--- config.mk ---
export PLATFORM = sky130hd
export DESIGN_NAME = seg_scan_decoder
export DESIGN_NICKNAME = d
export VERILOG_FILES = /design/src/rtl/seg_pkg.sv /design/src/rtl/seg_glyph_decode.sv /design/src/rtl/seg_scan_decoder.sv
export SDC_FILE = /design/constraint.sdc
export NUM_CORES = 1
export LEC_CHECK = 0
export CAP_MARGIN = 5
export CORE_ASPECT_RATIO = 2
export CORE_UTILIZATION = 40
export DETAILED_ROUTE_END_ITERATION = 8
export PLACE_DENSITY_LB_ADDON = 0.05
export SLEW_MARGIN = 20
export SYNTH_ARGS = -nofsm -noshare
export SYNTH_HDL_FRONTEND = slang
export SYNTH_SLANG_ARGS = --single-unit
--- constraint.sdc ---
create_clock -name clk -period 7.4 [get_ports clk]
set_input_delay 1.11 -clock clk [delete_from_list [all_inputs] [get_ports clk]]
set_output_delay 1.11 -clock clk [all_outputs]
set_load 0.005 [all_outputs]
--- src/rtl/seg_pkg.sv ---
// rtl/seg_pkg.sv - shared glyph constants, FSM encoding and widths for the seven-segment scan reader
package seg_pkg;

    localparam int IDX_W = 2;

    // Active-low gfedcba cathode patterns
    localparam logic [6:0] SEG_0     = 7'h40;
    localparam logic [6:0] SEG_1     = 7'h79;
    localparam logic [6:0] SEG_2     = 7'h24;
    localparam logic [6:0] SEG_3     = 7'h30;
    localparam logic [6:0] SEG_4     = 7'h19;
    localparam logic [6:0] SEG_5     = 7'h12;
    localparam logic [6:0] SEG_6     = 7'h02;
    localparam logic [6:0] SEG_7     = 7'h78;
    localparam logic [6:0] SEG_8     = 7'h00;
    localparam logic [6:0] SEG_9     = 7'h10;
    localparam logic [6:0] SEG_BLANK = 7'h7F;
    localparam logic [6:0] SEG_A     = 7'h08;
    localparam logic [6:0] SEG_B     = 7'h03;
    localparam logic [6:0] SEG_C     = 7'h46;
    localparam logic [6:0] SEG_D     = 7'h21;
    localparam logic [6:0] SEG_E     = 7'h06;
    localparam logic [6:0] SEG_F     = 7'h0E;

    typedef enum logic [1:0] {
        ST_WAIT   = 2'd0,
        ST_SETTLE = 2'd1,
        ST_SAMPLE = 2'd2,
        ST_HOLD   = 2'd3
    } state_t;

endpackage

--- src/rtl/seg_glyph_decode.sv ---
// rtl/seg_glyph_decode.sv - combinational glyph to {valid, blank, value} decode
// Hex glyphs A..F are accepted only when SEG_HEX_DECODE_EN is defined.
module seg_glyph_decode
    import seg_pkg::*;
(
    input  logic [6:0] seg,
    output logic       valid,
    output logic       blank,
    output logic [3:0] value
);

    always_comb begin
        valid = 1'b1;
        blank = 1'b0;
        value = 4'h0;
        case (seg)
            SEG_0:     value = 4'h0;
            SEG_1:     value = 4'h1;
            SEG_2:     value = 4'h2;
            SEG_3:     value = 4'h3;
            SEG_4:     value = 4'h4;
            SEG_5:     value = 4'h5;
            SEG_6:     value = 4'h6;
            SEG_7:     value = 4'h7;
            SEG_8:     value = 4'h8;
            SEG_9:     value = 4'h9;
            SEG_BLANK: blank = 1'b1;
`ifdef SEG_HEX_DECODE_EN
            SEG_A:     value = 4'hA;
            SEG_B:     value = 4'hB;
            SEG_C:     value = 4'hC;
            SEG_D:     value = 4'hD;
            SEG_E:     value = 4'hE;
            SEG_F:     value = 4'hF;
`endif
            default:   valid = 1'b0;
        endcase
    end

endmodule

--- src/rtl/seg_scan_decoder.sv ---
// rtl/seg_scan_decoder.sv - samples a multiplexed seven-segment bus and publishes coherent 4-digit frames
// Hex digit decode is enabled by SEG_HEX_DECODE_EN (see seg_glyph_decode).
module seg_scan_decoder
    import seg_pkg::*;
#(
    parameter int SETTLE_CYCLES  = 16,
    parameter int TIMEOUT_CYCLES = 1000000
) (
    input  logic       clk,
    input  logic       rst,
    input  logic [6:0] seg,
    input  logic [3:0] an,
    input  logic       clr_err,
    output logic [3:0] digit3,
    output logic [3:0] digit2,
    output logic [3:0] digit1,
    output logic [3:0] digit0,
    output logic [3:0] blank,
    output logic       frame_done,
    output logic       pattern_err,
    output logic       mux_err,
    output logic       stale
);

    localparam int         TMO_W       = $clog2(TIMEOUT_CYCLES + 1);
    localparam logic [TMO_W-1:0] TMO_MAX = TMO_W'(TIMEOUT_CYCLES);
    localparam logic [7:0] SETTLE_LAST = 8'(SETTLE_CYCLES - 1);

    state_t           state_q, state_d;
    logic [6:0]       seg_r_q;
    logic [3:0]       an_r_q, an_prev_q;
    logic [7:0]       settle_cnt_q, settle_cnt_d;
    logic [TMO_W-1:0] tmo_q, tmo_d;
    logic [3:0]       seen_q, seen_d;
    logic [3:0][3:0]  shadow_val_q, shadow_val_d;
    logic [3:0]       shadow_blank_q, shadow_blank_d;
    logic [3:0][3:0]  digit_q, digit_d;
    logic [3:0]       blank_q, blank_d;
    logic             frame_done_q, frame_done_d;
    logic             pattern_err_q, pattern_err_d;
    logic             mux_err_q, mux_err_d;

    logic             an_changed;
    logic             sample;
    logic [3:0]       an_low;
    logic             one_hot;
    logic [IDX_W-1:0] idx;
    logic             publish;
    logic             dec_valid, dec_blank;
    logic [3:0]       dec_value;

    seg_glyph_decode u_glyph (
        .seg   (seg_r_q),
        .valid (dec_valid),
        .blank (dec_blank),
        .value (dec_value)
    );

    assign an_changed = (an_r_q != an_prev_q);
    assign sample     = (state_q == ST_SAMPLE);
    assign an_low     = ~an_r_q;
    assign one_hot    = (an_low != 4'h0) && ((an_low & (an_low - 4'd1)) == 4'h0);

    always_comb begin
        case (an_r_q)
            4'b1101: idx = 2'd1;
            4'b1011: idx = 2'd2;
            4'b0111: idx = 2'd3;
            default: idx = 2'd0;
        endcase
    end

    always_comb begin
        state_d      = state_q;
        settle_cnt_d = 8'd0;
        case (state_q)
            ST_WAIT: begin
                if (an_r_q != 4'hF && !an_changed) state_d = ST_SETTLE;
            end
            ST_SETTLE: begin
                if (an_changed)                      state_d = ST_WAIT;
                else if (settle_cnt_q == SETTLE_LAST) state_d = ST_SAMPLE;
                else                                  settle_cnt_d = settle_cnt_q + 8'd1;
            end
            ST_SAMPLE: state_d = ST_HOLD;
            ST_HOLD: begin
                if (an_changed) state_d = ST_WAIT;
            end
            default: state_d = ST_WAIT;
        endcase
    end

    // A full seen mask is consumed the cycle after it forms; a sample landing then starts the next frame.
    always_comb begin
        seen_d         = (seen_q == 4'hF) ? 4'h0 : seen_q;
        shadow_val_d   = shadow_val_q;
        shadow_blank_d = shadow_blank_q;
        pattern_err_d  = clr_err ? 1'b0 : pattern_err_q;
        mux_err_d      = clr_err ? 1'b0 : mux_err_q;
        if (sample) begin
            if (one_hot) begin
                shadow_val_d[idx]   = dec_value;
                shadow_blank_d[idx] = dec_blank;
                seen_d[idx]         = 1'b1;
                if (!dec_valid) pattern_err_d = 1'b1;
            end else begin
                mux_err_d = 1'b1;
            end
        end
        publish      = (seen_d == 4'hF);
        frame_done_d = publish;
        digit_d      = publish ? shadow_val_d   : digit_q;
        blank_d      = publish ? shadow_blank_d : blank_q;
        if (sample)                tmo_d = '0;
        else if (tmo_q == TMO_MAX) tmo_d = tmo_q;
        else                       tmo_d = tmo_q + 1'b1;
    end

    always_ff @(posedge clk or posedge rst) begin
        if (rst) begin
            state_q        <= ST_WAIT;
            seg_r_q        <= 7'h7F;
            an_r_q         <= 4'hF;
            an_prev_q      <= 4'hF;
            settle_cnt_q   <= 8'd0;
            tmo_q          <= '0;
            seen_q         <= 4'h0;
            shadow_val_q   <= '0;
            shadow_blank_q <= 4'h0;
            digit_q        <= '0;
            blank_q        <= 4'hF;
            frame_done_q   <= 1'b0;
            pattern_err_q  <= 1'b0;
            mux_err_q      <= 1'b0;
        end else begin
            state_q        <= state_d;
            seg_r_q        <= seg;
            an_r_q         <= an;
            an_prev_q      <= an_r_q;
            settle_cnt_q   <= settle_cnt_d;
            tmo_q          <= tmo_d;
            seen_q         <= seen_d;
            shadow_val_q   <= shadow_val_d;
            shadow_blank_q <= shadow_blank_d;
            digit_q        <= digit_d;
            blank_q        <= blank_d;
            frame_done_q   <= frame_done_d;
            pattern_err_q  <= pattern_err_d;
            mux_err_q      <= mux_err_d;
        end
    end

    assign digit3      = digit_q[3];
    assign digit2      = digit_q[2];
    assign digit1      = digit_q[1];
    assign digit0      = digit_q[0];
    assign blank       = blank_q;
    assign frame_done  = frame_done_q;
    assign pattern_err = pattern_err_q;
    assign mux_err     = mux_err_q;
    assign stale       = (tmo_q == TMO_MAX);

endmodule

* Yosys cells after proc, flatten, opt, wreduce, memory -nomap -nowiden *
Index checks and enable logic that the tools add are counted.

word-level totals
  output and inout port bits = 24
  logic and storage cells = 98
  bits of input ports = 14
  flip-flop bits (word level) = 92

operators by class
  bitwise logic cells = 3
  magnitude comparators = 2
  equal/unequal tests = 26
  mux-type cells = 34
  reductions and logical operators = 10
  add/sub/neg operators = 3

operator list
  kind                   count
  $mux 20                2
  $pmux 4 s9             1
  $mux 16                2
  $eq 7x7->1 const B     4
  $mux 4                 6
  $mux 8                 3
  $eq 7x5->1 const B     3
  $add 20x1->20 const B  1
  $eq 20x20->1 const B   1
  $bwmux 16              1
  $eq 4x4->1 const B     4
  $eq 7x6->1 const B     2
  $reduce_or 11->1       1
  $mux 1                 10
  $add 8x1->8 const B    1
  $demux 4 s2            1
  $eq 8x4->1 const B     1
  $mux 2                 4
  $pmux 2 s4             1
  $eq 7x2->1 const B     1
  $logic_not 7->1        1
  $pmux 2 s3             1
  $and 4x4->4            1
  $bwmux 4               1
  20 further kinds       24

* Logic depth before layout (Yosys ltp) *
Gate-level depths: netlist of run 1.

  depth in word-level cells = 10
  mapped depth = 7
  depth with buffers taken out = 6

* By module *
Synthesis of run 1 repeated with hierarchy kept, for this count alone.

second synthesis, totals
  cells, all modules = 325
  area total of the unflattened synthesis = 4097.7 um2

by module, submodules not included
  module            times used  sequential area each (um2)  cells an instance  area each (um2)
  seg_scan_decoder  1           2326.0                      293                3905.0
  seg_glyph_decode  1           0.0                         32                 192.7

* Least setup slack after synthesis of run 1 *
No wires, ideal clock.

  path type = reg-to-output
  from = register tmo_q[0]
  to = output port stale
  cell stages (with the launch flop) = 5
  path slack = 4.809 ns
  path buffers = 0
  arrival time = 1.481 ns
  required time = 6.290 ns
  cell sequence = dfrtp_1 -> inv_1 -> ha_1 -> or4b_2 -> nor4_1

on the way
  longest elaborated chain between the ends = 1

ends and longest elaborated chain
  element                 line                     text
  start, declared         seg_scan_decoder.sv:33   logic [TMO_W-1:0] tmo_q, tmo_d;
  start signal, assigned  seg_scan_decoder.sv:141  tmo_q <= tmo_d;
  $eq 20x20->1            seg_scan_decoder.sv:161  assign stale = (tmo_q == TMO_MAX);
  end, declared           seg_scan_decoder.sv:22   output logic stale

No other way between the ends.

* Worst setup path after layout of run 1 *
Ends and elaborated chain as after synthesis.

==> results.toml, run 1 <==
[cells_and_area]
final-seq-area_um2 = 2326
area_growth_pct = 20.99
nets = 385
postLayoutCellArea_um2 = 4861
multi_input_comb_area_um2 = 1599
n_fill_cell = 899
num_antenna_cells = 0
drive_gt1_frac = 0.2225

[synthesis]
yosys_warnings = 0
yosys.area_share.simple = 0.1542
synth_edf_count = 0
netlist_instances = 323
synth_adder_area_share = 0.009343
ys_async_sr_fraction = 1.000
ys_seq_elements = 92
ys_seq_area_frac = 0.5789
synth_top_area_frac = 0.4547
synth_nets = 340
ys.flop_type = "dfrtp_1"
synthMuxAreaShare = 0.1174
post_synth.cell_area_avg_um2 = 12.44
synth_top_family_by_area = "simple AND/OR/NAND/NOR gates"
synth_most_common_cell = "dfrtp_1"
synth_area_leader_cell = "dfrtp_1"
netlist-cell-type-count = 48
netlist_area_um2 = 4018
ys_top_cells_by_count = "dfrtp_1, nor2_1, xor2_1"
synth_area_leaders = "dfrtp_1, dfstp_2, mux2_4, xor2_1, mux2_2"
synth-compound-area-share = 0.05761
synth-xor-area-share = 0.05886

[timing]
max_slew_margin = 0.4986
max_slew.worst_pin.slew_ns = 0.7521
setup_viol = 0
timing.final.crit_share = 0.4702
fin_crit_ns = 3.480
clock_skew_ns = 0.007610
rsz0062_at_grt = "no"
tns_ns = 0
slew_violations = 0
fmaxAchievable_mhz = 287.4
hold_viol = 0

[clock_tree]
cts_htree_levels = 3
cts_tree = "yes"
cts.clk_slew.worst_paths_ns = 0.06
cts_setup_buffers = 0
postCtsHoldBufs = 0
clkSinkCount = 92
clockBufferDepth = 2
root_buffer = "clkbuf_16"
worstSkewPairLatency_ns = 0.34
cts_resized = 0
numCtsBuffers = 9

[worst_setup_path]
cp-end-kind = "output pin"
cp_num_buf_inv = 2
start_kind = "flop"
cp_max_fo = 4
r2r_cells = 6
path_cells = "inv_1 -> ha_1 -> or4b_2 -> nor4_1 -> clkdlybuf4s50_1"
path_class = "flop to output pin"
arrival_ns = 2.37
worstReg2RegEnd = "digit0[2]"
path_delay_family = "simple AND/OR/NAND/NOR gates"
r2r_slack_ns = 4.41
max_stage_delay_ns = 0.60
cp_slowest_cell = "or4b_2"
critical_path_required_ns = 6.29
worstSetupPathDepth = 5
r2r-start = "an_r_q[1]"

[hold_path]
min_to = "an_prev_q[0]"
hp-class = "flop to flop"
hold_depth = 0
worstHoldStart = "an_r_q[0]"

[global_route]
grt_pass1_vias = 2739
grt_most_used_layer = "met2"
grt_overflow = 0
use_met3 = 0.04067
grt_use_met1 = 0.1994
use_met2 = 0.3079
grt_pass1_wl_mm = 13.54
grt_max_degree = 61
antenna_found_initial = 0
grt_usage = 0.1753

[pwr]
p_leak_nw = 2.139
peakVddDrop_mv = 0.1248
power_density_nw_per_um2 = 254.8
totalPowerFinal_mw = 1.238

[floorplan]
die_w_um = 72.87
start_util = 0.4115
dieArea_um2 = 10470
die_h_um = 143.7
rows = 51
ios = 38
coreArea_um2 = 9763

[drt]
wl_per_cell_um = 15.61
dr.pass1.iters = 4
drt_iter0_drc = 139
vias_per_cell = 5.079
drt_wl_total_mm = 7.885
drcViolationCount = 0
postRouteAntennaNets = 0
via_count = 2565

[flow_run]
drv_cap = 0

[place]
place_congestion = 0.7159
dp_hpwl_mm = 5.598
placed_area_um2 = 4537
numPortBuffers = 37

[status]
status = "finished, final reports clean"
## how the worst max path moves through the flow
| stage | start | to | slack (ns) |
|---|---|---|---|
| floorplan | rst | async pin | 3.93 |
| global placement | tmo_q[0] | stale | 4.32 |
| detailed placement | tmo_q[0] | stale | 4.29 |
| CTS | tmo_q[0] | stale | 3.91 |
| global route | tmo_q[0] | stale | 3.78 |
| finish | tmo_q[0] | stale | 3.92 |
## flip-flops by register name (all words and copies together) (netlist names), 7 cells and up, named ones only
| name | flops |
|---|---|
| shadow_val_q | 16 |
| tmo_q | 20 |
| seg_r_q | 7 |
| settle_cnt_q | 8 |
## layer usage
metal	wire, um	vias to the layer above
li1	-	1221
met1	3140	1293
met2	4353	38
met3	192	13
met4	198	0
met5	0	-
## area by class of cell
class,instances,share of cell area
Sequential cell,92,0.4785
Multi-Input combinational cell,212,0.3290
Clock buffer,9,0.04633
Timing Repair Buffer,41,0.08237
Inverter,12,0.009524
Clock inverter,7,0.02033
Tap cell,132,0.03398
## metrics by stage
stage               hold WS (ns)  setup slack (ns)  cells    util
floorplan                 0.3535             3.929    323       -
detailed placement        0.4006             4.289    489  0.4647
global placement          0.3950             4.316    489  0.4647
finish                    0.4044             3.920    505  0.4979
global route              0.4180             3.785    505  0.4979
CTS                       0.4093             3.908    505  0.4979
## cell usage in the layout (no fill, tap or decap), types with 6 or more instances in the layout
cell,n
dfrtp_1,73
clkdlybuf4s50_1,37
nor2_1,35
xor2_1,20
mux2_4,19
dfstp_2,19
nand3_1,17
nand2_1,15
mux2_2,13
inv_1,11
a21oi_1,11
clkbuf_16,9
nand4_1,7
xnor2_1,7
nor4_1,6
## report_power, final
| part | switching, mW | total [mW] | internal, mW |
|---|---|---|---|
| Combinational | 0.0851 | 0.150 | 0.0653 |
| Clock | 0.195 | 0.492 | 0.297 |
| Sequential | 0.0481 | 0.596 | 0.548 |
| Total | 0.328 | 1.24 | 0.910 |
## cells by family after synthesis
logic type	count (synthesis)
compound gates	34
xor+xnor	27
fa+ha+maj	3
buf+inv	19
flops	92
mux	36
simple gates	112
Note: power is estimated with default switching activity, not from simulation.
==> inputs of run 2 (changes only) <==
- clock period: 7.4 -> 3.4 ns (I/O delays scaled with it)
==> run 2 against run 1 <==
Final area grew 0.26%; register-to-register slack lost 3.5 ns; non-clock buffer count grew 3; core utilization grew 0.13 points; critical path depth is the same; clock-buffer cell count grew 2; first-iteration DRC count shrank 5.0%; via count shrank 0.82%; worst setup slack lost 3.4 ns; sequential power grew 120%; critical endpoint unchanged; largest cell class unchanged.
==> results.toml, run 2 (synthesis results as in run 1) <==
[status]
status = "finished, final reports clean"

[timing]
clock_skew_ns = 0.01074
fmaxAchievable_mhz = 346.2
max_slew_margin = 0.5417
rsz0062_at_grt = "no"
hold_viol = 0
tns_ns = 0
slew_violations = 0
fin_crit_ns = 2.889
max_slew.worst_pin.slew_ns = 0.6860
setup_viol = 0
timing.final.crit_share = 0.8496
whs_ns = 0.4075

[hold_path]
min_to = "an_prev_q[3]"
hp-class = "flop to flop"
hold_depth = 0
worstHoldStart = "an_r_q[3]"

[clock_tree]
numCtsBuffers = 9
cts_htree_levels = 3
root_buffer = "clkbuf_16"
postCtsHoldBufs = 0
clkSinkCount = 92
cts_resized = 0
clockBufferDepth = 2
cts.clk_slew.worst_paths_ns = 0.06
worstSkewPairLatency_ns = 0.34
cts_setup_buffers = 0
cts_tree = "yes"

[worst_setup_path]
worstReg2RegEnd = "digit0[2]"
path_class = "flop to output pin"
r2r_cells = 6
start_kind = "flop"
critical_path_required_ns = 2.89
r2r_slack_ns = 0.92
cp_max_fo = 4
cp-end-kind = "output pin"
arrival_ns = 2.38
r2r-start = "an_r_q[1]"

[drt]
postRouteAntennaNets = 0
dr_wl_met3_um = 197
wirelength_met1_mm = 3.120
drt_iter0_drc = 132
wl_per_cell_um = 15.05
via_count = 2544
wl_met2_mm = 4.153
vias_per_cell = 5.008
drcViolationCount = 0
top_layer = "met4"
dr.pass1.iters = 4
drt_wl_total_mm = 7.646

[place]
numPortBuffers = 37
dp_hpwl_mm = 5.301
dp_cells = 492
place_congestion = 0.7325

[global_route]
grt_overflow = 0
grt_max_degree = 93
grt_usage = 0.1680
grt_pass1_wl_mm = 13.14
grt_pass1_vias = 2665
antenna_found_initial = 0

[cells_and_area]
fin_cells = 508
largest_reg_flops = 20
reg_top3 = "tmo_q: 20 flops, shadow_val_q: 16 flops, settle_cnt_q: 8 flops"
mostFrequentLayoutCell = "dfrtp_1"
drive_gt1_frac = 0.2234
final_cell_mix = "dfrtp_1, clkdlybuf4s50_1, nor2_1"
nets = 388
largest_register = "tmo_q"
num_antenna_cells = 0
area_growth_pct = 21.30
n_fill_cell = 892

[floorplan]
ios = 38
coreArea_um2 = 9763
dieArea_um2 = 10470
start_util = 0.4115
rows = 51
die_h_um = 143.7
die_w_um = 72.87

[pwr]
p_leak_nw = 2.154
power_density_nw_per_um2 = 540.2
peakVddDrop_mv = 0.2931

[flow_run]
drv_cap = 0
run 2: worst max path at each step:
stage	startpoint	endpoint	slack, ns	cells after the start
global route	tmo_q[0]	stale	0.40	5
global placement	tmo_q[0]	stale	0.92	5
detailed placement	tmo_q[0]	stale	0.86	5
finish	tmo_q[0]	stale	0.51	5
CTS	tmo_q[0]	stale	0.49	5
floorplan	rst	async pin	0.53	1
run 2: through the flow:
step | cell area (um2) | setup WS (ns) | power (mW) | util
6_report | 4873 | 0.5114 | 2.633 | 0.4992
3_5_place_dp | 4569 | 0.8621 | 1.655 | 0.4680
5_1_grt | 4873 | 0.3952 | 2.769 | 0.4992
2_1_floorplan | 4018 | 0.5295 | 1.538 | -
3_3_place_gp | 4569 | 0.9159 | 1.642 | 0.4680
4_1_cts | 4873 | 0.4883 | 2.679 | 0.4992
run 2: area by class of cell:
class                           instances  area [um2]  share of cell area
Sequential cell                        92        2326              0.4773
Multi-Input combinational cell        212        1597              0.3276
Timing Repair Buffer                   44       435.4             0.08935
Clock buffer                           11       242.7             0.04981
Tap cell                              132       165.2             0.03389
Clock inverter                          5       61.31             0.01258
Inverter                               12       46.29            0.009499
run 2: where the power goes:
part	total, mW	switching, mW	internal, mW
registers	1.30	0.102	1.19
clock network	1.00	0.414	0.591
logic	0.332	0.187	0.145
run 2: routing by layer:
| layer | vias up | track usage |
|---|---|---|
| met2 | 37 | 0.2971 |
| met5 | - | 0 |
| li1 | 1229 | - |
| met4 | 0 | 0.07534 |
| met1 | 1265 | 0.1913 |
| met3 | 13 | 0.03366 |
run 2: worst max-delay path, stage by stage, from the launching register on:
cell	delay, ns
dfrtp_1	0.41
inv_1	0.10
ha_1	0.14
or4b_2	0.60
nor4_1	0.24
clkdlybuf4s50_1	0.54
